`config.mk`:
```
export PLATFORM = sky130hd
export DESIGN_NAME = wrr_packet_arbiter
export DESIGN_NICKNAME = d
export VERILOG_FILES = /design/src/rtl/wrr_packet_arbiter.sv
export SDC_FILE = /design/constraint.sdc
export NUM_CORES = 1
export LEC_CHECK = 0
export CORE_MARGIN = 1
export CORE_UTILIZATION = 37
export CTS_CLUSTER_SIZE = 25
export DETAILED_ROUTE_END_ITERATION = 7
export PLACE_DENSITY = 0.87
export SYNTH_ARGS = -nofsm -noshare
export SYNTH_HDL_FRONTEND = slang
export SYNTH_SLANG_ARGS = --single-unit
```
`constraint.sdc`:
```
create_clock -name i_clk -period 5.4 [get_ports i_clk]
set_input_delay 0.81 -clock i_clk [delete_from_list [all_inputs] [get_ports i_clk]]
set_output_delay 0.81 -clock i_clk [all_outputs]
set_load 0.03 [all_outputs]
```
`src/rtl/wrr_packet_arbiter.sv`:
```
// rtl/wrr_packet_arbiter.sv - weighted round-robin packet arbiter and stream mux
// A grant is held from the first beat until the last beat is accepted.
module wrr_packet_arbiter #(
  parameter int N            = 4,
  parameter int DATA_WIDTH   = 32,
  parameter int WEIGHT_WIDTH = 4,
  parameter int INDEX_WIDTH  = (N == 1) ? 1 : $clog2(N)
) (
  input  logic                      i_clk,
  input  logic                      i_rst_n,
  input  logic [N*WEIGHT_WIDTH-1:0] i_weight,
  input  logic [N-1:0]              i_valid,
  input  logic [N*DATA_WIDTH-1:0]   i_data,
  input  logic [N-1:0]              i_last,
  output logic [N-1:0]              o_ready,
  output logic                      o_valid,
  output logic [DATA_WIDTH-1:0]     o_data,
  output logic                      o_last,
  input  logic                      i_ready,
  output logic [INDEX_WIDTH-1:0]    o_grant,
  output logic                      o_busy
);

  typedef enum logic {S_IDLE, S_BUSY} state_t;

  localparam logic [WEIGHT_WIDTH-1:0] ONE = WEIGHT_WIDTH'(1);

  state_t                  r_state;
  state_t                  w_state_next;
  logic [WEIGHT_WIDTH-1:0] r_credit [N];
  logic [INDEX_WIDTH-1:0]  r_last_grant;
  logic [INDEX_WIDTH-1:0]  r_grant;

  logic [WEIGHT_WIDTH-1:0] w_weight [N];
  logic [DATA_WIDTH-1:0]   w_data [N];
  logic [INDEX_WIDTH-1:0]  w_cand [N];
  logic [N-1:0]            w_eligible;
  logic                    w_found;
  logic [INDEX_WIDTH-1:0]  w_pick;
  logic                    w_busy;
  logic                    w_valid_g;
  logic                    w_last_g;
  logic                    w_accept_last;

  genvar gi;
  generate
    for (gi = 0; gi < N; gi++) begin : g_unpack
      assign w_weight[gi]   = i_weight[gi*WEIGHT_WIDTH +: WEIGHT_WIDTH];
      assign w_data[gi]     = i_data[gi*DATA_WIDTH +: DATA_WIDTH];
      assign w_eligible[gi] = i_valid[gi] && (r_credit[gi] != '0);
    end
  endgenerate

  // Search order starts one past the previous owner and wraps mod N.
  always_comb begin
    for (int k = 0; k < N; k++) begin
      w_cand[k] = INDEX_WIDTH'((int'(r_last_grant) + k + 1) % N);
    end
  end

  always_comb begin
    w_found = 1'b0;
    w_pick  = '0;
    for (int k = 0; k < N; k++) begin
      if (!w_found && w_eligible[w_cand[k]]) begin
        w_found = 1'b1;
        w_pick  = w_cand[k];
      end
    end
  end

  assign w_busy        = (r_state == S_BUSY);
  assign w_valid_g     = i_valid[r_grant];
  assign w_last_g      = i_last[r_grant];
  assign w_accept_last = w_busy && w_valid_g && i_ready && w_last_g;

  always_ff @(posedge i_clk or negedge i_rst_n) begin
    if (!i_rst_n) begin
      r_state <= S_IDLE;
    end else begin
      r_state <= w_state_next;
    end
  end

  always_comb begin
    w_state_next = r_state;
    case (r_state)
      S_IDLE:  if (w_found) w_state_next = S_BUSY;
      S_BUSY:  if (w_accept_last) w_state_next = S_IDLE;
      default: w_state_next = S_IDLE;
    endcase
  end

  always_comb begin
    o_busy  = w_busy;
    o_valid = w_busy && w_valid_g;
    o_last  = w_busy && w_last_g;
    o_data  = w_busy ? w_data[r_grant] : '0;
    for (int i = 0; i < N; i++) begin
      o_ready[i] = w_busy && (r_grant == INDEX_WIDTH'(i)) && i_ready;
    end
  end

  // Reload only when someone is waiting but every waiter has run dry.
  always_ff @(posedge i_clk or negedge i_rst_n) begin
    if (!i_rst_n) begin
      r_last_grant <= INDEX_WIDTH'(N - 1);
      r_grant      <= '0;
      for (int i = 0; i < N; i++) begin
        r_credit[i] <= '0;
      end
    end else if (r_state == S_IDLE) begin
      if (w_found) begin
        r_grant <= w_pick;
      end else if (i_valid != '0) begin
        for (int i = 0; i < N; i++) begin
          r_credit[i] <= (w_weight[i] == '0) ? ONE : w_weight[i];
        end
      end
    end else if (w_accept_last) begin
      r_last_grant <= r_grant;
      if (r_credit[r_grant] != '0) begin
        r_credit[r_grant] <= r_credit[r_grant] - ONE;
      end
    end
  end

  assign o_grant = r_grant;

endmodule

```
; Word level (Yosys, flattened, before mapping)
; Cells that the tools add are included.
[totals]
ff_bits = 21
output_inout_bits = 41
[classes]
n_addsub = 7
n_lt_le_gt_ge = 7
n_eq_ne = 6
n_mux = 42
n_bitwise = 2
n_reduce_logical = 38
[op_table]
columns = op, count
row1 = $mux 32, 3
row2 = $mux 16, 5
row3 = $bmux 32 s2, 1
row4 = $mux 4, 7
row5 = $reduce_bool 4->1, 6
row6 = $logic_and 1x1->1, 20
row7 = $bwmux 16, 1
row8 = $logic_not 4->1, 4
row9 = $lt 2x3->1 const B, 5
row10 = $bmux 1 s2, 6
row11 = $mux 1, 12
row12 = $add 2x1->2 const B, 4
row13 = $bmux 4 s2, 1
row14 = $demux 4 s2, 1
row15 = $mux 2, 4
row16 = $add 2x2->2 const B, 2
row17 = $eq 2x2->1 const B, 2
row18 = $ne 2x1->1 const B, 2
row19 = $reduce_and 2->1, 2
row20 = $reduce_and 4->1, 1
row21 = $sub 4x1->4 const B, 1
row22 = $ge 3x3->1 const B, 1
row23 = $logic_not 1->1, 3
row24 = $lt 3x1->1 const B, 1
row25 = other kinds (7), 7

; Logic depth before layout (Yosys ltp)
[depth]
word_depth = 16
mapped_depth = 11

; Worst setup path after synthesis
; No wires, ideal clock.
[synth_timing]
path_kind = flip-flop to output port
from = register r_grant[0] (netlist: o_grant[0])
to = output port o_data[10]
arrival_time_ns = 2.269
t_required_ns = 4.590
setup_slack_ns = 2.321
stages_incl_launch_ff = 6
path_buffers = 3
path_cell_list = dfrtp_1 buf_2 buf_4 buf_1 mux4_2 and2_1
[synth_between]
elab_chain_cells = 5
[synth_rtl]
columns = element, line
row1 = "start, declared", 32  ; logic [INDEX_WIDTH-1:0] r_grant;
row2 = "start signal, assigned", 114  ; r_grant <= w_pick;
row3 = $not 2->3 (not written as such), 98  ; o_data = w_busy ? w_data[r_grant] : '0;
row4 = $bmux 32 s2, 98
row5 = $mux 32 (not written as such) (2 in a row), 98
row6 = $mux 32, 98
row7 = "end, declared", 17  ; output logic [DATA_WIDTH-1:0] o_data,
; Every way passes these cells. The select of a mux whose other input is x is not followed.

; Final worst setup path
[layout_timing]
from = register r_grant[0] (netlist: o_grant[0])
to = output port o_data[3]
; Same word-level chain as after synthesis.

==> impl_metrics.py <==
metrics = {
    "setup_path": {
        "start_kind": "register",
        "path_class": "register to primary output",
        "reg2reg_from": "o_grant[1]",
        "r2r_slack_ps": 1880,
        "worstPathRequired_ps": 4590,
        "end_kind": "primary output",
        "cp_data_arrival_time_ps": 2990,
        "crit_fanout": 30,
        "reg2regPathDepth": 8,
        "r2r-end": "r_credit[11]",
    },
    "floorplanning": {
        "core_area_um2": 6794,
        "ios": 196,
        "std_cell_rows": 30,
        "dieHeight_um": 85.65,
        "initial_core_util_pct": 38.10,
        "die_x_um": 85.65,
        "dieArea_um2": 7335,
    },
    "yosys": {
        "yosysTopAreaCell": "mux4_2",
        "synth_nets": 403,
        "async_flop_share_pct": 100.0,
        "ys_types": 45,
        "synth_top_cell_area_share_pct": 33.06,
        "yosys_register_bits": 21,
        "synthTopCellsByArea": "mux4_2 (33%), dfrtp_1 (18%), and2_1 (8.2%)",
        "synthCells": 246,
        "avgSynthCellArea_um2": 10.52,
        "ys_warn_count": 0,
        "synth_ff_type": "dfrtp_1",
        "syn_area_um2": 2589,
        "synth_edf_count": 0,
        "synth_seq_area_share_pct": 20.40,
    },
    "routing": {
        "remaining_drc_errors": 0,
        "wl_per_cell_um": 20.30,
        "wirelength_mm": 10.58,
        "drtAntennaViolNets": 0,
        "viasPerCell": 5.798,
        "num_vias": 3021,
        "drtIter0Drc": 244,
        "drt_first_pass_iters": 5,
    },
    "cells_and_area": {
        "nNetsFinal": 583,
        "layout-drive-gt1-share_pct": 13.65,
        "diodes": 0,
        "final_util_pct": 68.21,
        "area_growth_syn_to_layout_pct": 79.02,
    },
    "timing": {
        "finalCritPeriodShare_pct": 70.33,
        "finalMaxSlewViolations": 0,
        "max_slew_margin_pct": 30.57,
        "hold_viol": 0,
        "rsz0062_at_grt": "no",
        "finClkSkew_ps": 1.259,
        "fmax_mhz": 263.3,
        "worst_pin_slew_ps": 1041,
        "fin_setup_tns_ps": 0,
        "min_period_ps": 3798,
        "report.final.setup_viol": 0,
    },
    "worst_hold_path": {
        "whs_endpoint": "r_credit[9]",
        "holdPathStages": 1,
        "hp-start": "r_credit[9]",
        "hold_path.class": "register to register",
    },
    "clock_network": {
        "cts_resized": 0,
        "cts_max_level": 1,
        "postCtsHoldBufs": 0,
        "cts_buffer_depth": 2,
        "postCtsSetupRepairBufs": 0,
        "cts_made_buffers": 3,
        "clk_pin_slew_worst_paths_ps": 80,
        "worstSkewPairLatency_ps": 260,
        "cts_sinks": 21,
        "clockRootBuffer": "clkbuf_8",
        "cts_tree": "built",
    },
    "power": {
        "p_leak_uw": 0.001704,
        "power_uw": 2705,
        "power_density_nw_per_um2": 583.6,
        "vdd_drop_max_v": 0.0002578,
    },
    "global_route": {
        "grt_pass1_wl_mm": 15.64,
        "grt_overflow": 0,
        "grt_usage_pct": 27.53,
        "grt_max_degree": 50,
        "grt_pass1_vias": 2961,
        "grt_antenna_before_repair": 0,
    },
    "placement": {
        "port_buffers": 195,
        "dp_hpwl_mm": 8.424,
        "gp_congestion": 0.8943,
    },
    "run": {
        "maxCapViolations": 0,
    },
    "status": {
        "status": "finished, final reports clean",
    },
}
[cells in the mapped netlist, types with 2 or more instances]
cell,n
nand3b_1,4
buf_2,3
o2bb2ai_1,7
a311oi_1,3
mux2i_1,4
dfstp_2,2
nand2_1,16
and4_1,4
mux2_2,5
nand3_1,4
a21oi_1,9
nor3b_1,4
nor2_1,15
inv_1,4
o41a_1,3
o21ai_0,3
a211o_1,4
buf_1,6
a22o_1,3
clkbuf_1,12
nor2b_1,2
ha_1,2
o41ai_1,5
a21o_1,2
dfrtp_1,19
a32oi_1,3
nor3_1,8
o31a_1,2
or3_1,2
mux4_2,38
and2_1,34
[cell usage in the layout (no fill, tap or decap), drive strengths merged, types with 4 or more instances in the layout]
cell type,instances
nor2,16
mux2i,4
mux4,38
nand3,4
and4,4
clkdlybuf4s50,195
nor3b,4
dfrtp,19
nor3,8
inv,5
o2bb2ai,7
a211o,4
and2,34
o41ai,5
a21oi,9
mux2,5
nand3b,4
nand2,16
[flip-flops by register name, summed over array words and instances, names as in the netlist]
name	cells
o_grant	2
r_last_grant	2
r_credit	16
o_busy	1
[kinds of logic (layout without fill, tap and decap cells)]
kind of cell             count (synthesis)  in the layout  share of synthesized area [%]
AND/OR/NAND/NOR                         96             96                          20.64
adder cells (fa/ha/maj)                  2              2                         0.9665
flip-flops                              21             21                          20.40
XOR/XNOR                                 1              1                         0.3384
multiplexers                            47             47                          36.78
buffers and inverters                   28            207                          4.446
AO/OA/AOI/OAI                           51             51                          16.43
[worst max-delay path, stage by stage (launching register included)]
cell and delay [ps]:
dfrtp_2 870, buf_4 500, mux4_2 560, and2_1 170, clkdlybuf4s50_1 600
[layout make-up]
cell class / instances / area [um^2]
Sequential cell: 21 / 530.5
Multi-Input combinational cell: 197 / 1946
Inverter: 6 / 25.02
Fill cell: 521 / 2160
Clock buffer: 3 / 41.29
Tap cell: 96 / 120.1
Clock inverter: 1 / 5.005
Timing Repair Buffer: 197 / 1967
[through the flow]
stage / hold WS [ps] / cell area [um^2] / setup slack (ps) / cells
2_1_floorplan: 474.1 / 2589 / 2321 / 246
3_3_place_gp: 499.2 / 4588 / 1863 / 517
6_report: 533.6 / 4634 / 1602 / 521
4_1_cts: 525.6 / 4634 / 1551 / 521
3_5_place_dp: 506.8 / 4588 / 1846 / 517
5_1_grt: 546.6 / 4634 / 1402 / 521
[layer usage]
| metal | up-vias | GRT usage (%) | share of wire (%) |
|---|---|---|---|
| li1 | 1335 | - | - |
| met1 | 1450 | 35.34 | 37 |
| met2 | 212 | 48.73 | 52 |
| met3 | 24 | 4.235 | 9.0 |
| met4 | 0 | 6.970 | 2.2 |
| met5 | - | 0 | 0 |
[how the worst max path moves through the flow]
stage | from | to | slack [ps] | cells after the start
6_report | o_grant[0] | o_data[3] | 1600 | 4
5_1_grt | o_grant[0] | o_data[3] | 1400 | 4
4_1_cts | o_grant[0] | o_data[3] | 1550 | 4
3_5_place_dp | o_grant[0] | o_data[3] | 1850 | 4
3_3_place_gp | o_grant[0] | o_data[20] | 1860 | 4
2_1_floorplan | o_grant[0] | o_data[10] | 2320 | 5
[report_power, final]
group          internal (uW)  switching, uW  leakage, uW
clock                   51.5           55.8    0.0000255
combinational           1050           1100      0.00142
sequential               231            217     0.000260
Power figures use the tool's default switching activity.
